**config.mk**
```make
export PLATFORM = sky130hd
export DESIGN_NAME = craft_cell_serdes
export DESIGN_NICKNAME = d
export VERILOG_FILES = /design/src/rtl/craft_cell_serdes.sv
export SDC_FILE = /design/constraint.sdc
export NUM_CORES = 1
export LEC_CHECK = 0
export ABC_AREA = 1
export CORE_MARGIN = 3
export CORE_UTILIZATION = 48
export DETAILED_ROUTE_END_ITERATION = 10
export GPL_TIMING_DRIVEN = 0
export HOLD_SLACK_MARGIN = 0.06
export PLACE_DENSITY = 0.85
export SLEW_MARGIN = 20
export SYNTH_ARGS = -nofsm -noshare
export SYNTH_HDL_FRONTEND = slang
export SYNTH_SLANG_ARGS = --single-unit
```
**constraint.sdc**
```tcl
create_clock -name clk -period 1.9 [get_ports clk]
set_clock_uncertainty 0.05 [all_clocks]
set_input_delay 0.57 -clock clk [delete_from_list [all_inputs] [get_ports clk]]
set_output_delay 0.57 -clock clk [all_outputs]
set_load 0.05 [all_outputs]
```
**src/rtl/craft_cell_serdes.sv**
```systemverilog
// Block/cell boundary for the nibble-serial CRAFT datapath: serialises 64-bit blocks into
// 16 cells on the load side and reassembles returned cells into blocks on the unload side.
module craft_cell_serdes #(
    parameter int unsigned NCELLS = 16,
    parameter int unsigned CELL_W = 4
) (
    input  logic                     clk,
    input  logic                     rst_n,
    input  logic                     in_valid,
    output logic                     in_ready,
    input  logic [NCELLS*CELL_W-1:0] in_block,
    output logic [CELL_W-1:0]        cell_out,
    output logic                     cell_valid,
    output logic                     cell_first,
    output logic                     cell_last,
    input  logic [CELL_W-1:0]        cell_in,
    input  logic                     cell_in_valid,
    output logic                     out_valid,
    input  logic                     out_ready,
    output logic [NCELLS*CELL_W-1:0] out_block,
    output logic                     overflow
);

    localparam int unsigned BlkW = NCELLS * CELL_W;
    localparam int unsigned CntW = (NCELLS > 1) ? $clog2(NCELLS) : 1;
    localparam logic [CntW-1:0] LastCnt = CntW'(NCELLS - 1);

    typedef enum logic {TxIdle, TxShift} tx_state_e;
    typedef enum logic {RxCollect, RxHold} rx_state_e;

    tx_state_e           tx_state_q, tx_state_d;
    logic [BlkW-1:0]     tx_shreg_q, tx_shreg_d;
    logic [CntW-1:0]     tx_cnt_q, tx_cnt_d;

    rx_state_e           rx_state_q, rx_state_d;
    logic [BlkW-1:0]     rx_shreg_q, rx_shreg_d;
    logic [CntW-1:0]     rx_cnt_q, rx_cnt_d;
    logic                overflow_q, overflow_d;

    // ---------------- Load side ----------------
    always_ff @(posedge clk or negedge rst_n) begin
        if (!rst_n) begin
            tx_state_q <= TxIdle;
        end else begin
            tx_state_q <= tx_state_d;
        end
    end

    always_ff @(posedge clk or negedge rst_n) begin
        if (!rst_n) begin
            tx_shreg_q <= '0;
            tx_cnt_q   <= '0;
        end else begin
            tx_shreg_q <= tx_shreg_d;
            tx_cnt_q   <= tx_cnt_d;
        end
    end

    always_comb begin
        tx_state_d = tx_state_q;
        tx_shreg_d = tx_shreg_q;
        tx_cnt_d   = tx_cnt_q;
        unique case (tx_state_q)
            TxIdle: begin
                if (in_valid) begin
                    tx_state_d = TxShift;
                    tx_shreg_d = in_block;
                    tx_cnt_d   = '0;
                end
            end
            TxShift: begin
                tx_shreg_d = tx_shreg_q << CELL_W;
                tx_cnt_d   = tx_cnt_q + CntW'(1);
                if (tx_cnt_q == LastCnt) begin
                    // Accepting during the last cell keeps the cell stream gapless.
                    tx_cnt_d = '0;
                    if (in_valid) begin
                        tx_shreg_d = in_block;
                    end else begin
                        tx_state_d = TxIdle;
                    end
                end
            end
            default: tx_state_d = TxIdle;
        endcase
    end

    always_comb begin
        cell_valid = (tx_state_q == TxShift);
        cell_out   = cell_valid ? tx_shreg_q[BlkW-1 -: CELL_W] : '0;
        cell_first = cell_valid && (tx_cnt_q == '0);
        cell_last  = cell_valid && (tx_cnt_q == LastCnt);
        // Gated by rst_n so in_ready reads 0 while reset is held, despite the idle state.
        in_ready   = rst_n && ((tx_state_q == TxIdle) || cell_last);
    end

    // ---------------- Unload side ----------------
    always_ff @(posedge clk or negedge rst_n) begin
        if (!rst_n) begin
            rx_state_q <= RxCollect;
        end else begin
            rx_state_q <= rx_state_d;
        end
    end

    always_ff @(posedge clk or negedge rst_n) begin
        if (!rst_n) begin
            rx_shreg_q <= '0;
            rx_cnt_q   <= '0;
            overflow_q <= 1'b0;
        end else begin
            rx_shreg_q <= rx_shreg_d;
            rx_cnt_q   <= rx_cnt_d;
            overflow_q <= overflow_d;
        end
    end

    always_comb begin
        rx_state_d = rx_state_q;
        rx_shreg_d = rx_shreg_q;
        rx_cnt_d   = rx_cnt_q;
        overflow_d = overflow_q;
        unique case (rx_state_q)
            RxCollect: begin
                if (cell_in_valid) begin
                    rx_shreg_d = {rx_shreg_q[BlkW-CELL_W-1:0], cell_in};
                    rx_cnt_d   = rx_cnt_q + CntW'(1);
                    if (rx_cnt_q == LastCnt) begin
                        rx_cnt_d   = '0;
                        rx_state_d = RxHold;
                    end
                end
            end
            RxHold: begin
                if (out_ready) begin
                    rx_state_d = RxCollect;
                    // A cell arriving on the handshake edge starts the next block.
                    if (cell_in_valid) begin
                        rx_shreg_d = {rx_shreg_q[BlkW-CELL_W-1:0], cell_in};
                        rx_cnt_d   = CntW'(1);
                    end
                end else if (cell_in_valid) begin
                    overflow_d = 1'b1;
                end
            end
            default: rx_state_d = RxCollect;
        endcase
    end

    always_comb begin
        out_valid = (rx_state_q == RxHold);
        out_block = rx_shreg_q;
        overflow  = overflow_q;
    end

endmodule

```
==> key figures <==
Placed design
  – I/O Buffers: 146
  – GPL Wtd Cong: 0.909
  – Post-placement cell area: 0.00930 mm2
  – Dpl cells: 1,453
  – Detailed Place HPWL: 15,500 um

Timing
  – Max Freq: 0.463 GHz
  – Final setup vio count: 10
  – Worst-Margin Slew: 0.722 ns
  – Tcrit/Tclk final: 114%
  – Final Hold Vio Count: 15
  – RSZ-0062 raised after global routing: yes
  – PnR worst setup slack: -0.259 ns
  – Fin. max-slew vios: 0
  – WHS: -0.0304 ns
  – Final min period: 2.16 ns
  – Final TNS setup: -1.49 ns
  – Slew margin rel.: 51.9%

Global routing
  – Pin count of the biggest net entering global routing: 96
  – Number of global-route vias before repair: 7,521
  – GRT overflow: 0
  – Initial antenna violation count: 1
  – Global-route wire length before repair: 36,800 um
  – Tot GR Track Use: 27.5%

Synth
  – Synth area leaders: dfrtp_1 46%, nand2_1 21%, nor2_1 8.7%
  – Sequential area share after synthesis: 46.4%
  – Share of the synthesized area in the top cell type: 46.4%
  – Mapped Area: 0.00749 mm2
  – Post-Syn Nets: 1,171
  – Mean Syn Cell Area: 6.84 um2
  – Distinct cells, synth: 27
  – Ys Warns: 0
  – Seq cells post-synth: 139
  – Synth Instances: 1,095
  – Largest area contributor in the netlist: dfrtp_1

Setup path
  – CP Launch Type: flip-flop
  – Crit. End Element: primary output
  – Worst Path Max Fanout: 4
  – Worst Path Arrival: 1.54 ns
  – Critical path required time: 1.28 ns
  – Critical path class: reg -> out

Clock network
  – Clock latency on the worst-skew pair: 0.43 ns
  – Clock slew at reported path FFs: 0.07 ns
  – Cts bufs inserted: 17
  – CTS tree: yes
  – Deepest clock path buffer count: 2
  – H-tree depth: 4
  – CTS sink cnt: 139
  – Root Buffer: clkbuf_16

Floorplanning
  – Chip width: 131 um
  – Initial core utilization: 49.1%
  – IO Count: 147
  – Chip height: 131 um
  – Row count: 45
  – Core Region: 0.0153 mm2
  – Die Footprint: 0.0171 mm2

Worst hold path
  – Worst Hold Class: in -> async

Finish
  – Diode count: 0
  – Register Area: 0.00348 mm2
  – Fill cells: 1,231
  – Multi-input gate area: 0.00343 mm2
  – Share of cells above drive strength 1: 15.0%
  – P&R area growth vs syn: 36.2%
  – Final nets: 1,352
  – Post-Layout Cell Count: 1,500
  – Final Instance Area: 0.0102 mm2

Route
  – WL/cell: 15.4 um
  – Drc violations: 0
  – First DRT Iteration DRCs: 744
  – Antenna Nets Post-Route: 0
  – Vias per Instance: 5.23
  – Vias: 7,848
  – First-pass DRT Iterations: 7
  – WL final: 23,100 um

Power
  – Max VDD drop: 1.16 mV
  – Pwr Density: 1440 mW/mm2
  – P_leak: 0.00534 uW

Run status
  – Violated checks: negative hold slack, negative setup slack
  – Status: complete, but fails checks

Job
  – Max-capacitance violation count: 0
==> flip-flops by register name (all words and copies together) (netlist names) <==
name / count
tx_cnt_q: 4
tx_shreg_q: 64
out_block: 64
cell_valid: 1
overflow: 1
rx_cnt_q: 4
out_valid: 1
==> worst paths after layout <==
path | to | slack, ns | startpoint | cells past startpoint
setup reg to reg | tx_shreg_q[4] | 0.03 | cell_valid | 8
max in group asynchronous | out_block[26] | 1.04 | rst_n | 2
setup / recovery | cell_last | -0.26 | tx_cnt_q[1] | 5
hold / removal | tx_shreg_q[53] | -0.03 | rst_n | 1
hold reg to reg | out_block[62] | 0.43 | out_block[62] | 2
min in group clk | out_block[62] | 0.43 | out_block[62] | 2
==> critical path, stage by stage (launching register included) <==
cell and delay, ns:
dfrtp_2 0.41, ha_4 0.16, nand3_4 0.12, nor2_4 0.15
buf_6 0.13, buf_8 0.14
==> per-layer routing <==
metal,vias up,wire length [um],GRT usage [%]
met5,-,13,0
met4,2,967,12.6
met3,71,2380,8.82
met2,418,10600,43.8
met1,3618,9180,34.3
li1,3739,-,-
==> repair_timing <==
item	4_1_cts	5_1_grt
resized for setup	267	19
pin swaps	3	3
hold endpoints to repair	44	44
cloned	0	0
endpoints found under the setup margin	75	20
setup buffers	14	1
==> cell usage in the layout (no fill, tap or decap), drive strengths merged <==
cell,n
nand2,418
nor2,175
dfrtp,139
inv,96
nand3,93
o21ai,82
clkdlybuf4s50,71
buf,70
clkdlybuf4s15,63
clkbuf,40
and2,20
a21oi,3
bufinv,3
nand4,3
ha,3
o31ai,1
nor3,1
or2,1
a22o,1
o22ai,1
o21bai,1
o211ai,1
clkinvlp,1
clkdlybuf4s18,1
dlygate4sd2,1
==> area by class of cell <==
type	instances	area share, %
buffer	66	3.56
sequential	139	34.1
clock buffer	18	4.30
tap	211	2.59
multi-input combinational	804	33.6
timing repair buffer	162	16.7
inverter	86	3.21
clock inverter	14	1.94
==> power breakdown <==
group / total [uW] / leakage [uW] / switching [uW] / internal [uW]
combinational: 6310 / 0.00322 / 4130 / 2180
clock: 3650 / 0.000312 / 1480 / 2170
sequential: 4720 / 0.00181 / 787 / 3930
==> cell usage after synthesis <==
cell and number:
inv_1 83, ha_1 3, nand2_2 1, inv_2 3, dfrtp_1 139, nor2_1 174
nor3_1 1, nand3_4 1, buf_2 39, a21oi_1 3, o21bai_1 1, o21ai_0 76
o211ai_1 1, nand4_1 2, buf_1 2, o22ai_1 1, o31ai_1 1, nand3_1 92
nand4_2 1, nor2_4 1, clkbuf_1 20, and2_0 20, or2_2 1, buf_4 5
a22o_1 1, nand2_1 417, o21ai_1 6
==> logic make-up after synthesis <==
logic type	count (synthesis)	synth area share, %
DFF	139	46.4
AOI/OAI and AO/OA	90	6.18
buffers and inverters	152	8.52
and+or+nand+nor	711	38.4
adders and majority gates	3	0.501
==> stage by stage <==
step           setup WS (ns)  total power (uW)  utilization [%]
2_1_floorplan         -0.151              8700                -
3_3_place_gp           -6.04             10600             60.7
3_5_place_dp          -0.901             10800             60.9
4_1_cts               -0.294             14600             66.8
5_1_grt               -0.289             15500             66.9
6_report              -0.259             14700             66.9
Power figures use the tool's default switching activity.
